===== config.mk =====
export PLATFORM = sky130hd
export DESIGN_NAME = seven_segment_scan_driver
export DESIGN_NICKNAME = d
export VERILOG_FILES = /design/src/rtl/seven_segment_scan_driver.sv
export SDC_FILE = /design/constraint.sdc
export NUM_CORES = 1
export LEC_CHECK = 0
export ABC_AREA = 1
export CORE_MARGIN = 2
export CORE_UTILIZATION = 40
export CTS_CLUSTER_SIZE = 40
export DETAILED_ROUTE_END_ITERATION = 10
export GPL_TIMING_DRIVEN = 1
export SYNTH_ARGS = -nofsm -noshare
export SYNTH_HDL_FRONTEND = slang
export SYNTH_SLANG_ARGS = --single-unit

===== constraint.sdc =====
create_clock -name clk -period 4.1 [get_ports clk]
set_input_delay 0.41 -clock clk [delete_from_list [all_inputs] [get_ports clk]]
set_output_delay 0.41 -clock clk [all_outputs]
set_load 0.1 [all_outputs]

===== src/rtl/seven_segment_scan_driver.sv =====
// rtl/seven_segment_scan_driver.sv - six-digit multiplexed seven-segment scanner with guard, blink and dp masks
module seven_segment_scan_driver #(
  parameter int DIGIT_TICKS  = 50000,
  parameter int GUARD_TICKS  = 500,
  parameter int BLINK_FRAMES = 64
) (
  input  logic        clk,
  input  logic        rst_n,
  input  logic        enable,
  input  logic [35:0] digit_values,
  input  logic [5:0]  blink_mask,
  input  logic [5:0]  dp_mask,
  output logic [6:0]  segments,
  output logic        dp_n,
  output logic [5:0]  anodes,
  output logic        frame_start
);

  localparam int MAX_TICKS = (DIGIT_TICKS > GUARD_TICKS) ? DIGIT_TICKS : GUARD_TICKS;
  localparam int TW        = (MAX_TICKS > 1) ? $clog2(MAX_TICKS) : 1;
  localparam int FW        = (BLINK_FRAMES > 1) ? $clog2(BLINK_FRAMES) : 1;

  localparam logic [TW-1:0] GUARD_LAST = TW'(GUARD_TICKS - 1);
  localparam logic [TW-1:0] DIGIT_LAST = TW'(DIGIT_TICKS - 1);
  localparam logic [FW-1:0] FRAME_LAST = FW'(BLINK_FRAMES - 1);

  typedef enum logic [1:0] {
    IDLE  = 2'd0,
    GUARD = 2'd1,
    ON    = 2'd2
  } state_t;

  state_t           state, state_d;
  logic [2:0]       idx, idx_d;
  logic [TW-1:0]    tick, tick_d;
  logic [FW-1:0]    frame, frame_d;
  logic             blink_phase, blink_phase_d;
  logic [5:0][5:0]  sh_digits, sh_digits_d;
  logic [5:0]       sh_blink, sh_blink_d;
  logic [5:0]       sh_dp, sh_dp_d;
  logic [6:0]       segments_d;
  logic             dp_n_d;
  logic [5:0]       anodes_d;
  logic             frame_start_d;

  // Active-low {g,f,e,d,c,b,a}; anything outside 0..9 is blank.
  function automatic logic [6:0] decode(input logic [5:0] v);
    logic [6:0] s;
    case (v)
      6'd0:    s = 7'b1000000;
      6'd1:    s = 7'b1111001;
      6'd2:    s = 7'b0100100;
      6'd3:    s = 7'b0110000;
      6'd4:    s = 7'b0011001;
      6'd5:    s = 7'b0010010;
      6'd6:    s = 7'b0000010;
      6'd7:    s = 7'b1111000;
      6'd8:    s = 7'b0000000;
      6'd9:    s = 7'b0010000;
      default: s = 7'b1111111;
    endcase
    return s;
  endfunction

  // Next-state, counters, shadow capture and the next registered output values.
  always_comb begin
    state_d       = state;
    idx_d         = idx;
    tick_d        = tick;
    frame_d       = frame;
    blink_phase_d = blink_phase;
    sh_digits_d   = sh_digits;
    sh_blink_d    = sh_blink;
    sh_dp_d       = sh_dp;
    frame_start_d = 1'b0;
    anodes_d      = 6'b111111;
    segments_d    = 7'b1111111;
    dp_n_d        = 1'b1;

    if (!enable) begin
      state_d       = IDLE;
      idx_d         = 3'd0;
      tick_d        = '0;
      frame_d       = '0;
      blink_phase_d = 1'b0;
    end else begin
      case (state)
        IDLE: begin
          state_d       = GUARD;
          idx_d         = 3'd0;
          tick_d        = '0;
          frame_start_d = 1'b1;
        end
        GUARD: begin
          if (tick == GUARD_LAST) begin
            state_d = ON;
            tick_d  = '0;
          end else begin
            tick_d = tick + 1'b1;
          end
        end
        ON: begin
          if (tick == DIGIT_LAST) begin
            state_d = GUARD;
            tick_d  = '0;
            if (idx == 3'd5) begin
              idx_d         = 3'd0;
              frame_start_d = 1'b1;
              if (frame == FRAME_LAST) begin
                frame_d       = '0;
                blink_phase_d = ~blink_phase;
              end else begin
                frame_d = frame + 1'b1;
              end
            end else begin
              idx_d = idx + 3'd1;
            end
          end else begin
            tick_d = tick + 1'b1;
          end
        end
        default: state_d = IDLE;
      endcase
    end

    // Inputs are latched on the same edge that raises frame_start, so a frame is always coherent.
    if (frame_start_d) begin
      sh_digits_d = digit_values;
      sh_blink_d  = blink_mask;
      sh_dp_d     = dp_mask;
    end

    if (state_d == ON) begin
      anodes_d = ~(6'b000001 << idx_d);
      if (!(blink_phase_d && sh_blink_d[idx_d])) begin
        segments_d = decode(sh_digits_d[idx_d]);
        dp_n_d     = ~sh_dp_d[idx_d];
      end
    end
  end

  // State, counters, shadows and outputs all register together so segments and anodes switch on one edge.
  always_ff @(posedge clk or negedge rst_n) begin
    if (!rst_n) begin
      state       <= IDLE;
      idx         <= 3'd0;
      tick        <= '0;
      frame       <= '0;
      blink_phase <= 1'b0;
      sh_digits   <= '0;
      sh_blink    <= '0;
      sh_dp       <= '0;
      anodes      <= 6'b111111;
      segments    <= 7'b1111111;
      dp_n        <= 1'b1;
      frame_start <= 1'b0;
    end else begin
      state       <= state_d;
      idx         <= idx_d;
      tick        <= tick_d;
      frame       <= frame_d;
      blink_phase <= blink_phase_d;
      sh_digits   <= sh_digits_d;
      sh_blink    <= sh_blink_d;
      sh_dp       <= sh_dp_d;
      anodes      <= anodes_d;
      segments    <= segments_d;
      dp_n        <= dp_n_d;
      frame_start <= frame_start_d;
    end
  end

endmodule


== Yosys cells after proc, flatten, opt, wreduce, memory -nomap -nowiden ==
Memory sizes are Yosys's and may differ from the RTL's.
Index checks and enable logic that the tools add are counted.

* Register bits: 91
* Bits in read-only memories: 112
* Output and inout bits: 15
* Memories: 1

{| class="wikitable"
|+ Memory list
! name !! words !! bits a word !! read ports !! clocked after memory_dff !! write ports !! line !! text
|-
| (no name shown) || 16 || 7 || 1 || 0 || 0 || 49 || <nowiki>case (v)</nowiki>
|}

* Add/subtract/negate cells: 3
* Order comparisons: 1
* Equality and inequality tests: 11
* Shifts and indexed selects: 1
* Multiplexer cells: 41
* Bitwise gates (word level): 3
* Reduce and logical (&&, ||, !) cells: 4

{| class="wikitable"
|+ Operator list
! kind !! count
|-
| two-way mux 6 bit || 9
|-
| two-way mux 16 bit || 3
|-
| case mux 16 bit (3 select lines) || 1
|-
| two-way mux 36 bit || 1
|-
| two-way mux 7 bit || 3
|-
| binary-select mux 6 bit (select 3 bit) || 1
|-
| adder 16 x 1 -> 16 bit (second input constant) || 1
|-
| == test 16 bit (second input constant) || 1
|-
| == test 16 x 9 -> 1 bit (second input constant) || 1
|-
| two-way mux 1 bit || 12
|-
| two-way mux 3 bit || 3
|-
| adder 6 x 1 -> 6 bit (second input constant) || 1
|-
| binary-select mux 1 bit (select 3 bit) || 2
|-
| == test 6 bit (second input constant) || 1
|-
| two-way mux 2 bit || 3
|-
| != test 2 x 1 -> 1 bit (second input constant) || 3
|-
| inverter 6 bit || 1
|-
| case mux 2 bit (3 select lines) || 1
|-
| case mux 3 bit (2 select lines) || 1
|-
| << shifter 1 x 3 -> 6 bit (first input constant) || 1
|-
| == test 2 bit (second input constant) || 2
|-
| logical NOT 2 bit || 2
|-
| < comparator 3 x 4 -> 1 bit (second input constant) || 1
|-
| != test 4 x 1 -> 1 bit (second input constant) || 1
|-
| other kinds (7) || 8
|}

== Depth between registers and ports, before layout ==
Gate-level depths: netlist of run 1.

* Depth after elaboration: 12
* Mapped depth: 21
* Depth with buffers taken out: 20

== Worst setup path after synthesis of run 1 ==
Ideal clock, no wire load.

* Path type: reg2reg
* Start point: register tick[0]
* End point: register segments[5]
* Arrival: 2.315 ns
* Required time: 4.017 ns
* Path slack: 1.702 ns
* Cell stages (with the launch flop): 20
* Period minus slack after synthesis: 2.398 ns
* Cells stage by stage: dfrtp_1 ha_1 nand3_2 nor2_4 nand4_4 nand2_4 nand2_8 buf_6 buf_6 nand2_1 nand2_1 nand2_1 nand3_1 nand2_1 inv_1 ha_1 inv_1 nand3_1 nand3_1 nand3_1

{| class="wikitable"
|+ RTL lines
! item !! line !! text
|-
| start: declaration || 35 || <nowiki>logic [TW-1:0] tick, tick_d;</nowiki>
|-
| start signal: assignment || 160 || <nowiki>tick <= tick_d;</nowiki>
|-
| end signal: assignment || 167 || <nowiki>segments <= segments_d;</nowiki>
|-
| end: declaration || 13 || <nowiki>output logic [6:0] segments,</nowiki>
|}

==> results of run 1 <==
cells by family after synthesis:
logic type,share of synthesized area
and+or+nand+nor,0.338
buffers and inverters,0.0881
DFF,0.470
AOI/OAI and AO/OA,0.0651
adders and majority gates,0.0282
xor gates and xnor gates,0.0108
power by group through the flow:
stage | Combinational [W] | Clock, W | Sequential [W]
3_3_place_gp | 0.000381 | 0 | 0.00103
3_5_place_dp | 0.000387 | 0 | 0.00103
6_report | 0.000386 | 0.000812 | 0.00101
2_1_floorplan | 0.000262 | 0 | 0.00103
4_1_cts | 0.000389 | 0.000829 | 0.00101
5_1_grt | 0.000448 | 0.000870 | 0.00102
flip-flops by register name, summed over array words and instances, names as in the netlist:
register     count
segments         7
anodes           6
frame_start      1
idx              3
frame            6
tick            16
state            2
sh_digits       36
dp_n             1
sh_blink         6
blink_phase      1
sh_dp            6
layout by cell type (no fill, tap or decap), types with 2 or more instances in the layout:
cell             count
nand2_1            218
dfrtp_1             77
inv_1               73
clkdlybuf4s50_1     64
nand3_1             53
nor2_1              35
nand2_2             16
o21ai_0             16
dfstp_2             14
ha_1                11
nor3_1              10
a21oi_1              9
o22ai_1              9
clkbuf_16            9
inv_2                7
nand3b_1             7
nand3_2              5
xor2_1               5
o21ai_1              4
clkbuf_1             4
buf_4                4
nor2_4               3
nor2_2               3
nand2_4              3
o21ai_2              3
o21a_1               3
nor4_1               2
o32ai_1              2
a211o_1              2
area by class of cell:
type / count / area [um^2] / area share
repair buffers: 68 / 671 / 0.114
well taps: 147 / 184 / 0.0312
clock inverters: 3 / 42.5 / 0.00721
inverters: 82 / 313 / 0.0530
flip-flops and latches: 91 / 2290 / 0.389
clock buffers: 13 / 240 / 0.0407
multi-input cells: 431 / 2160 / 0.366
metrics by stage:
step | area (um^2) | power (W) | setup WS, ns | instances
after floorplan | 4880 | 0.00129 | 1.70 | 618
after global placement | 5620 | 0.00141 | 1.15 | 819
after detailed placement | 5620 | 0.00142 | 1.07 | 819
after CTS | 5900 | 0.00223 | 1.06 | 835
after global routing | 5900 | 0.00234 | 0.667 | 835
final | 5900 | 0.00221 | 1.07 | 835
path summary, 6_finish.rpt:
kind                                from       endpoint  slack (ns)  depth (start not counted)
setup / recovery                 tick[0]    segments[3]        1.07                         16
hold / removal                     rst_n        tick[0]        0.14                          1
setup reg to reg                 tick[0]    segments[3]        1.07                         16
hold reg to reg            sh_digits[28]  sh_digits[28]        0.47                          2
max in group asynchronous          rst_n       tick[15]        3.06                          2
min in group clk           sh_digits[28]  sh_digits[28]        0.47                          2
layer usage:
layer	global-route usage	share of wire	vias up
met2	0.293	0.44	96
met5	0	0	-
met3	0.0328	0.045	15
met1	0.272	0.49	1933
met4	0.0699	0.017	0
li1	-	-	2084
==> impl_metrics.tcl, run 1 <==
set metrics [dict create \
    comb_power_share 0.175 \
    io_buffers 65 \
    setup_viol 0 \
    fin_skew_ns 0.0118 \
    gr-total-overflow 0 \
    hold_class "primary input to asynchronous set/reset pin" \
    ant_nets 0 \
    viasPerCell 4.94 \
    internal_power_w 0.00160 \
    maxCapViolations 0 \
    synth_area_um2 4880 \
    max_stage_delay_ns 0.34 \
    die_x_um 114 \
    die_h_um 114 \
    dp_hpwl_um 8230 \
    synth_cell_types 43 \
    h-tree-depth 3 \
    critical_path_arrival_ns 3.30 \
    seq_power_share 0.458 \
    cts_hold_buf 0 \
    ir_drop_v 0.000186 \
    ios 66 \
    p_switching_w 0.000609 \
    crit_type "register to register" \
    rsz0062_at_grt "no" \
    syn_nets 680 \
    dr.pass1.iters 5 \
    swShare 0.275 \
    core_area_um2 12000 \
    ys_seq_area_frac 0.470 \
    antenna_found_initial 0 \
    clk_pin_slew_ns 0.06 \
    path_buf_inv 1 \
    min_period_over_period 0.739 \
    ctsResizeCount 0 \
    fin_util 0.494 \
    ys_warn_count 0 \
    finalMaxSlewViolations 0 \
    synth.avg_cell_area_um2 7.90 \
    synth-edff-count 0 \
    yosys-top-cells-count "218 x nand2_1, 77 x dfrtp_1, 73 x inv_1" \
    whs_ns 0.138 \
    required_ns 4.37 \
    ys.flop_type "dfrtp_1" \
    dr.first_iter.drc_count 269 \
    antennaDiodeCount 0 \
    path_cells "ha_1, nand3_2, nor2_4, nand4_4, nand2_4, nand2_8, inv_6, nand2_1, nand2_1, nand2_1, nand3_1, nand2_1, ha_1, nand3_1, nand3_1, nand3_1" \
    grt_usage 0.191 \
    area_growth_pct 20.9 \
    start_kind "register" \
    fillerInstances 1144 \
    synth_area_leaders "dfrtp_1 39%, nand2_1 17%, dfstp_2 7.5%" \
    gp_congestion 0.880 \
    p_per_area_nw_per_um2 374 \
    synth_largest_area_cell "dfrtp_1" \
    drive_gt1_frac 0.110 \
    fin_tns_setup_ns 0 \
    p_leak_nw 2.83 \
    status "finished clean" \
    grt_start_max_net_pins 61 \
    numCtsBuffers 9 \
    worstSkewPairLatency_ns 0.35 \
    root_buffer "clkbuf_16" \
    tightestPinTransition_ns 0.971 \
    fp-row-count 40 \
    min_period_ns 3.03 \
    cts.sinks 91 \
    grt_pass1_wl_um 19700 \
    clockBufferDepth 2 \
    start_util 0.408 \
    synth_most_common_cell "nand2_1" \
    fmax_mhz 330 \
    hold_viol 0 \
    drt-wirelength-per-cell_um 13.7 \
    synthDominantCellAreaShare 0.395 \
    crit_family "simple AND/OR/NAND/NOR gates" \
    cts_tree "done" \
    relSlewSlack 0.351 \
    p_clk_frac 0.367 \
    path_max_fanout 55 \
    synthArstFlopShare 1.00 \
    nets 745 \
    dieArea_um2 13100 \
    post_cts.repair.setup_buffers 0 \
    route.detailed.drc 0 \
    end_kind "register" \
    num_vias 4128 \
    critPathSlowestCell "dfrtp_1" \
    synth.ff_latch_count 91 \
    totalWireLength_um 11500 \
    grt_pass1_vias 4066 \
    synth_cells 618 \
]
(Power assumes the default switching activity.)
==> inputs of run 2 (changes only) <==
clock period = 2.55 ns   (was 4.1 ns; I/O delays follow)
==> impl_metrics.tcl, run 2 (synthesis results as in run 1) <==
set metrics [dict create \
    fin_util 0.581 \
    core_area_um2 12000 \
    regMostFlops "sh_digits" \
    critPathSlowestCell "dfrtp_1" \
    grt_start_max_net_pins 55 \
    h-tree-depth 3 \
    dr.first_iter.drc_count 205 \
    num_vias 4458 \
    cts_tree "done" \
    nets 818 \
    cts.sinks 91 \
    totalWireLength_um 13200 \
    drive_gt1_frac 0.306 \
    fp-row-count 40 \
    ant_nets 0 \
    hold_viol 0 \
    rsz0062_at_grt "yes" \
    gr-total-overflow 0 \
    antenna_found_initial 0 \
    viasPerCell 4.91 \
    grt_pass1_wl_um 19500 \
    dr.pass1.iters 4 \
    fin_tns_setup_ns 0 \
    required_ns 2.84 \
    die_h_um 114 \
    reg_top3 "sh_digits: 36 flops, tick: 16 flops, segments: 7 flops" \
    dp.cells 847 \
    layout.cells.non_filler 908 \
    clk_pin_slew_ns 0.06 \
    p_leak_nw 3.29 \
    status "finished clean" \
    fin_skew_ns 0.0102 \
    start_util 0.408 \
    path_buf_inv 5 \
    gp_congestion 0.850 \
    min_period_ns 2.52 \
    clockBufferDepth 2 \
    drt-wirelength-per-cell_um 14.6 \
    antennaDiodeCount 0 \
    design_area_um2 6950 \
    hold_class "primary input to asynchronous set/reset pin" \
    r2r_start "tick[5]" \
    dp_hpwl_um 8810 \
    tightestPinTransition_ns 0.525 \
    min_period_over_period 0.988 \
    start_kind "register" \
    maxCapViolations 0 \
    totalPowerFinal_w 0.00373 \
    worstSkewPairLatency_ns 0.35 \
    grt_usage 0.189 \
    critical_path_arrival_ns 2.81 \
    dpl_cell_area_um2 5830 \
    area_growth_pct 42.3 \
    numCtsBuffers 9 \
    crit_family "simple AND/OR/NAND/NOR gates" \
    dieArea_um2 13100 \
    ios 66 \
    final_cell_mix "193 x nand2_1, 77 x dfrtp_1, 68 x buf_4" \
    cpMostUsedCell "nand3_2" \
    fmax_mhz 397 \
    route.detailed.drc 0 \
    path_cells "nor2_2, nand2_2, nor2_4, buf_6, buf_6, nand3_2, nand2_2, inv_2, nand2_4, nand2_4, nand2_8, inv_8, nand2_4, nand3_4, o21ai_4, ha_2, inv_2, nand3_2, nand3_2, nand3_2" \
    grt_pass1_vias 4076 \
    crit_start "tick[5]" \
    io_buffers 65 \
    root_buffer "clkbuf_16" \
    finalMaxSlewViolations 0 \
    final_common_cell "nand2_1" \
    crit_type "register to register" \
    setup_viol 0 \
    ir_drop_v 0.000286 \
    relSlewSlack 0.650 \
    p_per_area_nw_per_um2 537 \
    largest_reg_flops 36 \
    end_kind "register" \
    path_max_fanout 5 \
    max_stage_delay_ns 0.41 \
    die_x_um 114 \
]
-- run 2: cell types whose count changed in the layout (fill, tap and decap cells not counted), moves of 13 or more --
cell             before  now
nand3_1              53   35
nand2_1             218  193
buf_6                 0   13
buf_4                 4   68
nand3_2               5   18
nand2_2              16   34
clkdlybuf4s50_1      64   49
-- run 2: worst paths after layout --
check	cells past startpoint	slack [ns]	to
min	2	0.43	tick[7]
min in group clk	3	0.47	sh_digits[33]
max reg2reg	20	0.03	segments[0]
max	20	0.03	segments[0]
min reg2reg	2	0.48	sh_digits[3]
max in group asynchronous	3	1.40	segments[4]
-- run 2: layout make-up --
cell class                      instances  area (um^2)
Timing Repair Buffer                  140         1330
Fill cell                            1050         5010
Clock inverter                          4         26.3
Sequential cell                        91         2290
Inverter                               82          349
Multi-Input combinational cell        431         2520
Tap cell                              147          184
Timing Repair inverter                  1         6.26
Clock buffer                           12          236
-- run 2: metrics by stage --
stage	setup WS, ns	hold WS, ns
detailed placement	-0.104	0.265
floorplan	0.152	-0.0406
CTS	0.0184	0.455
finish	0.0304	0.435
global route	-0.127	0.481
global placement	-0.0940	0.263
-- run 2: worst reg2reg max path, cell delays in order, from the launching register on --
cell and delay [ns]:
dfrtp_1 0.41, nor2_2 0.14, nand2_2 0.09, nor2_4 0.17, buf_6 0.14, buf_6 0.09, nand3_2 0.06, nand2_2 0.08
inv_2 0.04, nand2_4 0.11, nand2_4 0.09, nand2_8 0.12, inv_8 0.05, nand2_4 0.07, nand3_4 0.08, o21ai_4 0.26
ha_2 0.25, inv_2 0.04, nand3_2 0.06, nand3_2 0.07, nand3_2 0.06
-- run 2: power by group --
group / switching [W] / total (W) / internal [W]
Clock: 0.000557 / 0.00122 / 0.000662
Combinational: 0.000503 / 0.000876 / 0.000372
Sequential: 0.0000473 / 0.00163 / 0.00159
Total: 0.00111 / 0.00373 / 0.00262
-- run 2: routing by layer --
metal	wire length, um	global-route usage	vias up
li1	-	-	2225
met4	194	0.0715	0
met2	6330	0.281	99
met3	498	0.0259	14
met5	0	0	-
met1	6210	0.279	2120
-- run 2: repair_timing --
action                                  CTS  global route
gates resized for setup                   4           117
hold buffers                              1             0
cloned                                    0             2
setup buffers                             1            41
endpoints found under the setup margin    7             7
pin swaps                                 1            50
endpoints found under the hold margin    37             0
